## config.mk

```make
export PLATFORM = sky130hd
export DESIGN_NAME = relu_maxpool
export DESIGN_NICKNAME = d
export VERILOG_FILES = /design/src/rtl/relu_maxpool.sv
export SDC_FILE = /design/constraint.sdc
export NUM_CORES = 1
export LEC_CHECK = 0
export ABC_AREA = 1
export BUFFER_PORTS_ARGS = -buffer_cell sky130_fd_sc_hd__buf_2
export CORE_ASPECT_RATIO = 1.25
export CORE_MARGIN = 1
export CORE_UTILIZATION = 40
export CTS_CLUSTER_SIZE = 8
export DETAILED_ROUTE_END_ITERATION = 10
export MAX_ROUTING_LAYER = met4
export RECOVER_POWER = 50
export SLEW_MARGIN = 20
export SYNTH_ARGS = -nofsm -noshare
export SYNTH_HDL_FRONTEND = slang
export SYNTH_SLANG_ARGS = --single-unit
```

## constraint.sdc

```tcl
create_clock -name clk_i -period 3.7 [get_ports clk_i]
set_clock_uncertainty 0.1 [all_clocks]
set_input_delay 1.11 -clock clk_i [delete_from_list [all_inputs] [get_ports clk_i]]
set_output_delay 1.11 -clock clk_i [all_outputs]
set_load 0.02 [all_outputs]
```

## src/rtl/relu_maxpool.sv

```systemverilog
// relu_maxpool: ReLU + 2x2/stride-2 streaming max pool over a Q4.6 map.
// Optional feature macro: RELU_EN (clamp negative samples to zero first).
module relu_maxpool #(
  parameter int DATA_WIDTH = 11, // BITS_Q4_6: sign + 4 int + 6 frac
  parameter int MAP_WIDTH  = 8,
  parameter int MAP_HEIGHT = 8
) (
  input  logic                         clk_i,
  input  logic                         reset_i,
  input  logic                         start_i,
  input  logic                         px_rdy_i,
  input  logic signed [DATA_WIDTH-1:0] px_i,
  output logic signed [DATA_WIDTH-1:0] out_px_o,
  output logic                         px_rdy_o,
  output logic                         frame_done_o
);

  localparam int CW = (MAP_WIDTH  > 1) ? $clog2(MAP_WIDTH)  : 1;
  localparam int RW = (MAP_HEIGHT > 1) ? $clog2(MAP_HEIGHT) : 1;
  localparam int BN = MAP_WIDTH / 2;
  localparam int BW = (BN > 1) ? $clog2(BN) : 1;
  localparam logic [CW-1:0] COL_LAST = CW'(MAP_WIDTH - 1);
  localparam logic [RW-1:0] ROW_LAST = RW'(MAP_HEIGHT - 1);

  typedef logic signed [DATA_WIDTH-1:0] px_t;

  function automatic px_t smax(input px_t a, input px_t b);
    return (a > b) ? a : b;
  endfunction

  logic [CW-1:0] col_q, col_d, col_c;
  logic [RW-1:0] row_q, row_d, row_c;
  px_t           hold_q, hold_d, hold_c;
  px_t           out_q, out_d;
  logic          rdy_q, rdy_d;
  logic          done_q, done_d;
  px_t           line_q [BN];
  px_t           line_wdata, line_rdata, v;
  logic          line_we;
  logic [BW-1:0] idx;

  always_comb begin
`ifdef RELU_EN
    v = px_i[DATA_WIDTH-1] ? '0 : px_i;
`else
    v = px_i;
`endif
  end

  always_comb begin
    // start_i restarts the frame; a coincident sample lands at (0,0)
    col_c      = start_i ? '0 : col_q;
    row_c      = start_i ? '0 : row_q;
    hold_c     = start_i ? '0 : hold_q;
    idx        = BW'(col_c >> 1);
    line_rdata = line_q[idx];
    line_wdata = smax(hold_c, v);
    line_we    = 1'b0;
    col_d      = col_c;
    row_d      = row_c;
    hold_d     = hold_c;
    out_d      = out_q;
    rdy_d      = 1'b0;
    done_d     = 1'b0;
    if (px_rdy_i) begin
      unique case ({row_c[0], col_c[0]})
        2'b00: hold_d = v;
        2'b01: line_we = 1'b1;
        2'b10: hold_d = smax(line_rdata, v);
        default: begin
          out_d  = smax(hold_c, v);
          rdy_d  = 1'b1;
          done_d = (row_c == ROW_LAST) && (col_c == COL_LAST);
        end
      endcase
      if (col_c == COL_LAST) begin
        col_d = '0;
        row_d = (row_c == ROW_LAST) ? '0 : row_c + 1'b1;
      end else begin
        col_d = col_c + 1'b1;
      end
    end
  end

  always_ff @(posedge clk_i or posedge reset_i) begin
    if (reset_i) begin
      col_q  <= '0;
      row_q  <= '0;
      hold_q <= '0;
      out_q  <= '0;
      rdy_q  <= 1'b0;
      done_q <= 1'b0;
    end else begin
      col_q  <= col_d;
      row_q  <= row_d;
      hold_q <= hold_d;
      out_q  <= out_d;
      rdy_q  <= rdy_d;
      done_q <= done_d;
    end
  end

  // Written on every even row before the odd row reads it; no reset needed
  always_ff @(posedge clk_i) begin
    if (line_we) line_q[idx] <= line_wdata;
  end

  assign out_px_o     = out_q;
  assign px_rdy_o     = rdy_q;
  assign frame_done_o = done_q;

endmodule

```

==> flow_summary.ini, run 1 <==
[status]
run_status = finished clean

[routing]
detail_route.first_pass.iterations = 4
detailroute.via_count = 3226
route.detailed.wl_per_inst_um = 16.1
drt_first_iter_violations = 171
ant_nets = 0
routed_wl_um = 10100
drc = 0
drt-vias-per-instance = 5.13

[worst_hold_path]
holdCritPathClass = reg -> reg

[synthesis]
synthCells = 455
syn-mean-instance-area_um2 = 9.00
synth_seq_area_share_pct = 50.6
post_synth_instance_area_mm2 = 0.00409
synth.lib_cells_used.distinct = 38
synth-warning-count = 0
synthesis.nets = 496
yosys_register_bits = 74

[timing]
setup_violations = 0
grt_setup_unrepaired = false
hold_viol_final = 0
final.setup.tns_ns = 0
min_period_ns = 3.36
slew_violations = 0
worst_slew_margin_rel_pct = 29.3
max_clock_freq_mhz = 298
tightestPinTransition_ns = 1.06
min_period_over_period_pct = 90.8

[global_routing]
grt.overflow.total = 0
grt_antenna_before_repair = 0
grt_max_degree = 19
grt_pass1_wl_um = 16900
first_global_vias = 3358
grt_usage_pct = 21.9

[cells_and_area]
postLayoutCoreUtil_pct = 48.4
antenna_cells = 0
share_of_final_layout_standard_cells_stronger_than_drive_strength_1_pct = 13.5
nets = 540
finalInstanceArea_mm2 = 0.00472
areaGrowthSynthToFinish_pct = 15.3

[setup_path]
required_ns = 3.83
timing.setup.critical_path_class = in -> reg
crit_path_start_kind = primary input
crit_fanout = 12
cpMaxStageDelayCell = sky130_fd_sc_hd__ha_1
worstPathCellList = buf_2 > inv_2 > nand2_1 > nand2_1 > buf_4 > o221ai_1 > inv_1 > ha_1 > a21oi_1 > nand2_1 > nand2_1 > nand3_1 > nand2_1 > nand3_2 > o21ai_2 > nand2_1 > nand2_1 > nand2_1
crit_top_cell = sky130_fd_sc_hd__nand2_1
largest_incremental_delay_on_the_critical_path_ns = 0.32
r2r_setup_slack_ns = 0.87
arrival_ns = 3.49
cp-end-kind = flop

[floorplanning]
die_area_mm2 = 0.0106
die_height_um = 115
num_rows = 40
coreArea_mm2 = 0.00976
floorplan.die.width_um = 92.5
initial_core_util_pct = 41.9
total_i_o_pin_count = 28

[clock_network]
numCtsBuffers = 9
clock_latency_ns = 0.34
clkSlewWorstSetupHoldPaths_ns = 0.06
cts_setup_buffers = 0
post_cts_resize_count = 0
max-clock-path-buffers = 2
root_buffer = sky130_fd_sc_hd__clkbuf_16
htree_levels = 3
clock_tree_from_tritoncts = built
cts_hold_buf = 0
tritoncts_num_sinks = 74

[pwr]
cellPowerDensity_mw_per_mm2 = 460
p_leak_nw = 2.20
vdd_ir_drop_max_mv = 0.243

[placed_design]
globalplace.congestion = 0.880
postPlaceCellArea_mm2 = 0.00447
dpl.hpwl_um = 7890
io_buffers = 27

[run]
drv_cap = 0
==> cells in the final DEF (no fill, tap or decap), types with 11 or more instances in the layout <==
| master | Yosys | layout |
|---|---|---|
| sky130_fd_sc_hd__dfrtp_1 | 30 | 30 |
| sky130_fd_sc_hd__buf_2 | 8 | 14 |
| sky130_fd_sc_hd__a21oi_1 | 22 | 22 |
| sky130_fd_sc_hd__and2_1 | 11 | 11 |
| sky130_fd_sc_hd__inv_1 | 52 | 53 |
| sky130_fd_sc_hd__ha_1 | 26 | 26 |
| sky130_fd_sc_hd__buf_4 | 2 | 17 |
| sky130_fd_sc_hd__edfxtp_1 | 44 | 44 |
| sky130_fd_sc_hd__o21ai_0 | 18 | 18 |
| sky130_fd_sc_hd__nor2_1 | 42 | 42 |
| sky130_fd_sc_hd__nand3_1 | 46 | 46 |
| sky130_fd_sc_hd__clkbuf_1 | 4 | 17 |
| sky130_fd_sc_hd__nand2_1 | 92 | 93 |
==> stage by stage <==
step                      worst slack (ns)  power [mW]  std cells  hold WS, ns
after floorplan                      0.332        1.22        455        0.431
after global placement              0.0704        1.33        614        0.385
after detailed placement           0.00961        1.33        614        0.393
after CTS                            0.358        2.19        629        0.412
after global routing                0.0107        2.28        629        0.447
final                                0.342        2.17        629        0.406
==> state kept, by name, indices dropped and copies added (netlist names) <==
register      count
out_px_o         11
line_q           44
row_q             3
hold_q           11
frame_done_o      1
col_q             3
px_rdy_o          1
==> where the power goes <==
part / switching (mW) / total, mW / leakage (nW) / internal [mW]
registers: 0.0115 / 0.943 / 0.795 / 0.931
clock network: 0.341 / 0.855 / 0.135 / 0.513
logic: 0.251 / 0.373 / 1.27 / 0.122
==> layout make-up <==
type                    count  area (µm²)
flip-flops and latches     74        2070
well taps                 126         158
clock inverters             6        58.8
multi-input cells         307        1710
repair buffers             49         282
clock buffers               9         225
fillers                   984        5040
inverters                  58         218
==> path summary, 6_finish.rpt <==
kind | start | endpoint | depth (start not counted)
setup / recovery | start_i | hold_q[8] | 18
setup reg to reg | col_q[2] | hold_q[8] | 19
hold / removal | out_px_o[5] | out_px_o[5] | 2
max in group asynchronous | reset_i | hold_q[7] | 3
hold reg to reg | out_px_o[5] | out_px_o[5] | 2
min in group asynchronous | reset_i | out_px_o[10] | 2
==> critical path, delay by kind of cell <==
kind,cells,cell delay [ns]
and+or+nand+nor,10,0.96
AOI/OAI and AO/OA,3,0.58
buffers and inverters,4,0.50
adders and majority gates,1,0.32
==> kinds of logic after synthesis <==
logic type	after synthesis	synth area share, %
mux	2	0.550
fa+ha+maj	26	7.95
flops	74	50.6
simple gates	220	24.7
compound gates	58	8.41
xor+xnor	1	0.214
buf+inv	74	7.58
==> metal layers <==
metal  track usage (%)  vias to the layer above  wire [µm]
met5                 -                        -          0
met4              10.7                        0        163
met3              2.84                       12        304
met2              36.1                       62       5130
met1              26.4                     1529       4520
li1                  -                     1623          -
==> cells in the mapped netlist (all sizes together) <==
cell / instances / share of area, %
nand2: 98 / 9.5
inv: 57 / 5.2
nand3: 48 / 6.1
nor2: 46 / 4.8
edfxtp: 44 / 32
dfrtp: 30 / 18
ha: 26 / 7.9
a21oi: 22 / 2.7
o21ai: 20 / 2.5
buf: 12 / 1.9
and2: 11 / 1.7
nand4: 6 / 0.92
o221ai: 6 / 1.3
or2: 6 / 0.92
clkbuf: 4 / 0.37
o22a: 3 / 0.64
o22ai: 3 / 0.46
a221oi: 2 / 0.43
mux2: 2 / 0.55
nor3: 2 / 0.24
a211oi: 1 / 0.18
clkinv: 1 / 0.092
nand3b: 1 / 0.18
nor3b: 1 / 0.18
nor4: 1 / 0.15
o31ai: 1 / 0.18
xnor2: 1 / 0.21
Power figures use the tool's default switching activity.
==> run 2: changes to the inputs <==
--- a/config.mk
+++ b/config.mk
@@ -12,6 +12,7 @@
 export CORE_UTILIZATION = 40
 export CTS_CLUSTER_SIZE = 8
 export DETAILED_ROUTE_END_ITERATION = 10
+export GPL_TIMING_DRIVEN = 0
 export MAX_ROUTING_LAYER = met4
 export RECOVER_POWER = 50
 export SLEW_MARGIN = 20
==> flow_summary.ini, run 2 (synthesized netlist as in run 1, its figures left out) <==
[floorplanning]
total_i_o_pin_count = 28
floorplan.die.width_um = 92.5
coreArea_mm2 = 0.00976
die_area_mm2 = 0.0106
num_rows = 40
initial_core_util_pct = 41.9
die_height_um = 115

[timing]
min_period_over_period_pct = 93.8
tightestPinTransition_ns = 1.14
final_critical_path_setup_slack_ns = 0.229
setup_violations = 0
final.setup.tns_ns = 0
worst_slew_margin_rel_pct = 23.7
final.hold.worst_slack_ns = 0.413
slew_violations = 0
min_period_ns = 3.47
max_clock_freq_mhz = 288
grt_setup_unrepaired = false
hold_viol_final = 0

[clock_network]
root_buffer = sky130_fd_sc_hd__clkbuf_16
cts_setup_buffers = 0
tritoncts_num_sinks = 74
clock_tree_from_tritoncts = built
numCtsBuffers = 9
clkSlewWorstSetupHoldPaths_ns = 0.06
max-clock-path-buffers = 2
post_cts_resize_count = 0
htree_levels = 3
clock_latency_ns = 0.34
cts_hold_buf = 0

[routing]
ant_nets = 0
drt_first_iter_violations = 186
drt-vias-per-instance = 5.11
drc = 0
route.detailed.wl_per_inst_um = 15.9
routed_wl_um = 9890
detailroute.via_count = 3179
detail_route.first_pass.iterations = 4

[pwr]
p_total_mw = 2.22
vdd_ir_drop_max_mv = 0.233
cellPowerDensity_mw_per_mm2 = 476
p_leak_nw = 2.17

[setup_path]
r2r_setup_slack_ns = 0.70
cpMaxStageDelayCell = sky130_fd_sc_hd__ha_1
crit_path_start_kind = primary input
largest_incremental_delay_on_the_critical_path_ns = 0.34
cp-end-kind = flop
arrival_ns = 3.60
cp_top_family = simple AND/OR/NAND/NOR gates
crit_top_cell = sky130_fd_sc_hd__nand2_1
worstPathCellList = buf_6 > nor2_4 > nand2_1 > buf_4 > o22a_1 > nand3_1 > inv_1 > ha_1 > nand2_1 > inv_2 > a21oi_1 > nand3_1 > nand2_1 > nand3_2 > buf_6 > o21ai_2 > nand2_1 > nand2_1 > nand2_1
rr_endpoint = hold_q[8]
worst_r2r_startpoint = col_q[2]
required_ns = 3.83
reg2reg_depth = 19
crit_fanout = 10
critPathBufInv = 5
timing.setup.critical_path_class = in -> reg

[placed_design]
place_inst = 607
dpl.hpwl_um = 7570
io_buffers = 26
globalplace.congestion = 0.871
worst_slack_after_detailed_placement_ns = -0.118

[global_routing]
grt_max_degree = 31
first_global_vias = 3225
grt_usage_pct = 21.1
grt.overflow.total = 0
grt_antenna_before_repair = 0
grt_pass1_wl_um = 16300

[cells_and_area]
antenna_cells = 0
layout.cells.most_common_list = sky130_fd_sc_hd__nand2_1, sky130_fd_sc_hd__inv_1, sky130_fd_sc_hd__nand3_1
mostFrequentLayoutCell = sky130_fd_sc_hd__nand2_1
areaGrowthSynthToFinish_pct = 14.1
share_of_final_layout_standard_cells_stronger_than_drive_strength_1_pct = 12.1
nets = 533
largest_register = line_q
final_cells = 622
largest_register_ff_count = 44

[worst_hold_path]
whs_endpoint = out_px_o[4]
holdCritStartpoint = out_px_o[4]
holdPathStages = 2
holdCritPathClass = reg -> reg

[run]
drv_cap = 0

[status]
run_status = finished clean
run 2: cell types whose count changed in the layout (fill, tap and decap cells not counted), sizes merged:
cell and change:
clkbuf +1, clkinvlp -2, clkinv +1, buf -8, bufinv +1
run 2: report_power, final:
| part | switching, mW | internal, mW |
|---|---|---|
| logic | 0.248 | 0.116 |
| clock network | 0.333 | 0.582 |
| registers | 0.0110 | 0.931 |
| total | 0.592 | 1.63 |
run 2: layout make-up:
| cell class | instances | area, µm² |
|---|---|---|
| fill | 955 | 5090 |
| sequential | 74 | 2070 |
| multi-input combinational | 307 | 1710 |
| clock buffer | 9 | 225 |
| inverter | 58 | 218 |
| tap | 126 | 158 |
| timing repair buffer | 26 | 114 |
| buffer | 16 | 91.3 |
| clock inverter | 6 | 82.6 |
run 2: per-layer routing:
layer / global-route usage, % / up-vias / routed length (µm)
met3: 3.11 / 15 / 339
met2: 35.4 / 68 / 4960
met4: 9.48 / 0 / 218
met5: - / - / 0
met1: 25.2 / 1496 / 4370
li1: - / 1600 / -
run 2: how the worst max path moves through the flow:
stage	startpoint	end	slack, ns	cells after the start
after global placement	start_i	hold_q[8]	-0.06	19
after CTS	start_i	hold_q[8]	0.22	19
final	start_i	hold_q[8]	0.23	19
after floorplan	start_i	hold_q[8]	0.33	19
after detailed placement	start_i	hold_q[8]	-0.12	19
after global routing	start_i	hold_q[4]	0.03	18
run 2: metrics by stage:
stage	util [%]	area [µm²]
CTS	48.1	4690
global placement	44.9	4380
finish	47.8	4670
floorplan	-	4090
detailed placement	44.9	4380
global route	47.8	4670
run 2: tightest hold or removal path: stages, from the launching register on:
cell                      delay (ns)
sky130_fd_sc_hd__dfrtp_1        0.34
sky130_fd_sc_hd__o21ai_0        0.08
sky130_fd_sc_hd__nand2_1        0.07
==> run 3: changes to the inputs <==
--- a/config.mk
+++ b/config.mk
@@ -7,6 +7,8 @@
 export LEC_CHECK = 0
 export ABC_AREA = 1
 export BUFFER_PORTS_ARGS = -buffer_cell sky130_fd_sc_hd__buf_2
+export CELL_PAD_IN_SITES_DETAIL_PLACEMENT = 1
+export CELL_PAD_IN_SITES_GLOBAL_PLACEMENT = 2
 export CORE_ASPECT_RATIO = 1.25
 export CORE_MARGIN = 1
 export CORE_UTILIZATION = 40
@@ -14,8 +16,8 @@
 export DETAILED_ROUTE_END_ITERATION = 10
 export GPL_TIMING_DRIVEN = 0
 export MAX_ROUTING_LAYER = met4
+export PLACE_DENSITY_LB_ADDON = 0.1
 export RECOVER_POWER = 50
-export SLEW_MARGIN = 20
 export SYNTH_ARGS = -nofsm -noshare
 export SYNTH_HDL_FRONTEND = slang
 export SYNTH_SLANG_ARGS = --single-unit
==> flow_summary.ini, run 3 (synthesized netlist as in run 1, its figures left out) <==
[cells_and_area]
largest_register = line_q
antenna_cells = 0
nets = 534
final_cells = 624
areaGrowthSynthToFinish_pct = 13.9
layout.cells.most_common_list = sky130_fd_sc_hd__nand2_1, sky130_fd_sc_hd__inv_1, sky130_fd_sc_hd__nand3_1
mostFrequentLayoutCell = sky130_fd_sc_hd__nand2_1
largest_register_ff_count = 44
share_of_final_layout_standard_cells_stronger_than_drive_strength_1_pct = 12.4

[floorplanning]
num_rows = 40
initial_core_util_pct = 41.9
total_i_o_pin_count = 28
floorplan.die.width_um = 92.5
coreArea_mm2 = 0.00976
die_height_um = 115
die_area_mm2 = 0.0106

[routing]
drt_first_iter_violations = 108
route.detailed.wl_per_inst_um = 18.0
detail_route.first_pass.iterations = 4
drt-vias-per-instance = 5.21
drc = 0
routed_wl_um = 11200
detailroute.via_count = 3251
ant_nets = 0

[run]
drv_cap = 0

[clock_network]
clkSlewWorstSetupHoldPaths_ns = 0.06
htree_levels = 3
root_buffer = sky130_fd_sc_hd__clkbuf_16
clock_latency_ns = 0.34
tritoncts_num_sinks = 74
cts_setup_buffers = 0
clock_tree_from_tritoncts = built
max-clock-path-buffers = 2
numCtsBuffers = 9

[setup_path]
required_ns = 3.83
timing.setup.critical_path_class = in -> reg
crit_fanout = 10
setup.worst_path.end = hold_q[3]
arrival_ns = 3.61
cp-end-kind = flop
crit_path_start_kind = primary input
rr_endpoint = hold_q[3]
crit_path_start = start_i
worst_r2r_startpoint = col_q[2]
r2r_setup_slack_ns = 0.69
reg2reg_depth = 21

[status]
run_status = finished clean

[placed_design]
place_inst = 607
globalplace.congestion = 0.812
dpl.hpwl_um = 8770
io_buffers = 26

[worst_hold_path]
holdCritPathClass = reg -> reg
holdCritStartpoint = out_px_o[3]

[timing]
grt_setup_unrepaired = false
tightestPinTransition_ns = 0.932
min_period_ns = 3.47
slew_violations = 0
min_period_over_period_pct = 93.8
hold_viol_final = 0
worst_slew_margin_rel_pct = 37.6
max_clock_freq_mhz = 288
setup_violations = 0

[pwr]
p_leak_nw = 2.16
p_total_mw = 2.20
cellPowerDensity_mw_per_mm2 = 471
vdd_ir_drop_max_mv = 0.208

[global_routing]
grt_antenna_before_repair = 0
grt_max_degree = 31
first_global_vias = 3473
grt_usage_pct = 24.0
grt_pass1_wl_um = 18000
grt.overflow.total = 0
==> run 3: changes by cell type in the layout (fill, tap and decap cells not counted), sizes merged <==
| cell | delta |
|---|---|
| clkinvlp | +1 |
| bufinv | -1 |
| clkbuf | +1 |
| clkinv | +1 |
==> run 3: critical path: stages <==
cell and delay, ns:
sky130_fd_sc_hd__buf_6 0.13, sky130_fd_sc_hd__nor2_4 0.11, sky130_fd_sc_hd__nand2_1 0.12, sky130_fd_sc_hd__buf_4 0.20, sky130_fd_sc_hd__o22a_1 0.20, sky130_fd_sc_hd__nand3_1 0.12
sky130_fd_sc_hd__inv_1 0.06, sky130_fd_sc_hd__ha_1 0.36, sky130_fd_sc_hd__nand2_1 0.09, sky130_fd_sc_hd__inv_2 0.09, sky130_fd_sc_hd__nand2_2 0.05, sky130_fd_sc_hd__nor2_1 0.10
sky130_fd_sc_hd__nand2_1 0.10, sky130_fd_sc_hd__nand3_1 0.13, sky130_fd_sc_hd__nand2_1 0.10, sky130_fd_sc_hd__nand2_4 0.13, sky130_fd_sc_hd__nand3_1 0.10, sky130_fd_sc_hd__nand3_1 0.14
sky130_fd_sc_hd__nand2_1 0.06, sky130_fd_sc_hd__nand2_1 0.05, sky130_fd_sc_hd__nand2_1 0.04
==> run 3: final cells by class <==
class / count / area [µm²]
tap: 126 / 158
sequential: 74 / 2070
multi-input combinational: 307 / 1710
fill: 1166 / 5090
clock buffer: 9 / 225
inverter: 58 / 218
clock inverter: 7 / 68.8
timing repair buffer: 27 / 118
buffer: 16 / 92.6
==> run 3: how the worst min path moves through the flow <==
stage                     slack (ns)          end  cells after the start
after floorplan                 0.43     col_q[1]                      2
after global routing            0.45  out_px_o[9]                      2
after CTS                       0.41  out_px_o[9]                      2
final                           0.41  out_px_o[3]                      2
after global placement          0.39  out_px_o[8]                      2
after detailed placement        0.39  out_px_o[7]                      2
==> run 3: power breakdown <==
group / total, mW / switching (mW) / internal, mW
clock network: 0.878 / 0.358 / 0.521
registers: 0.942 / 0.0113 / 0.931
logic: 0.378 / 0.262 / 0.117
==> run 3: metal layers <==
layer	GRT usage [%]	part of all wire, %
met1	28.3	45
met2	40.2	50
met3	3.84	2.3
met4	10.8	2.8
met5	-	0
==> run 3: what timing repair did <==
| action | 4_1_cts | 5_1_grt |
|---|---|---|
| setup endpoints to repair | 0 | 37 |
| resized for setup | 0 | 3 |
| hold buffers | 0 | 0 |
==> run 3: metrics by stage <==
| step | hold slack [ns] | TNS [ns] | instance area [µm²] | worst slack (ns) | util [%] |
|---|---|---|---|---|---|
| floorplan | 0.431 | 0 | 4090 | 0.332 | - |
| global placement | 0.387 | -3.14 | 4380 | -0.0961 | 44.9 |
| detailed placement | 0.391 | -7.34 | 4380 | -0.197 | 44.9 |
| CTS | 0.412 | 0 | 4680 | 0.164 | 47.9 |
| global route | 0.451 | 0 | 4660 | 0.00440 | 47.8 |
| finish | 0.414 | 0 | 4660 | 0.228 | 47.8 |
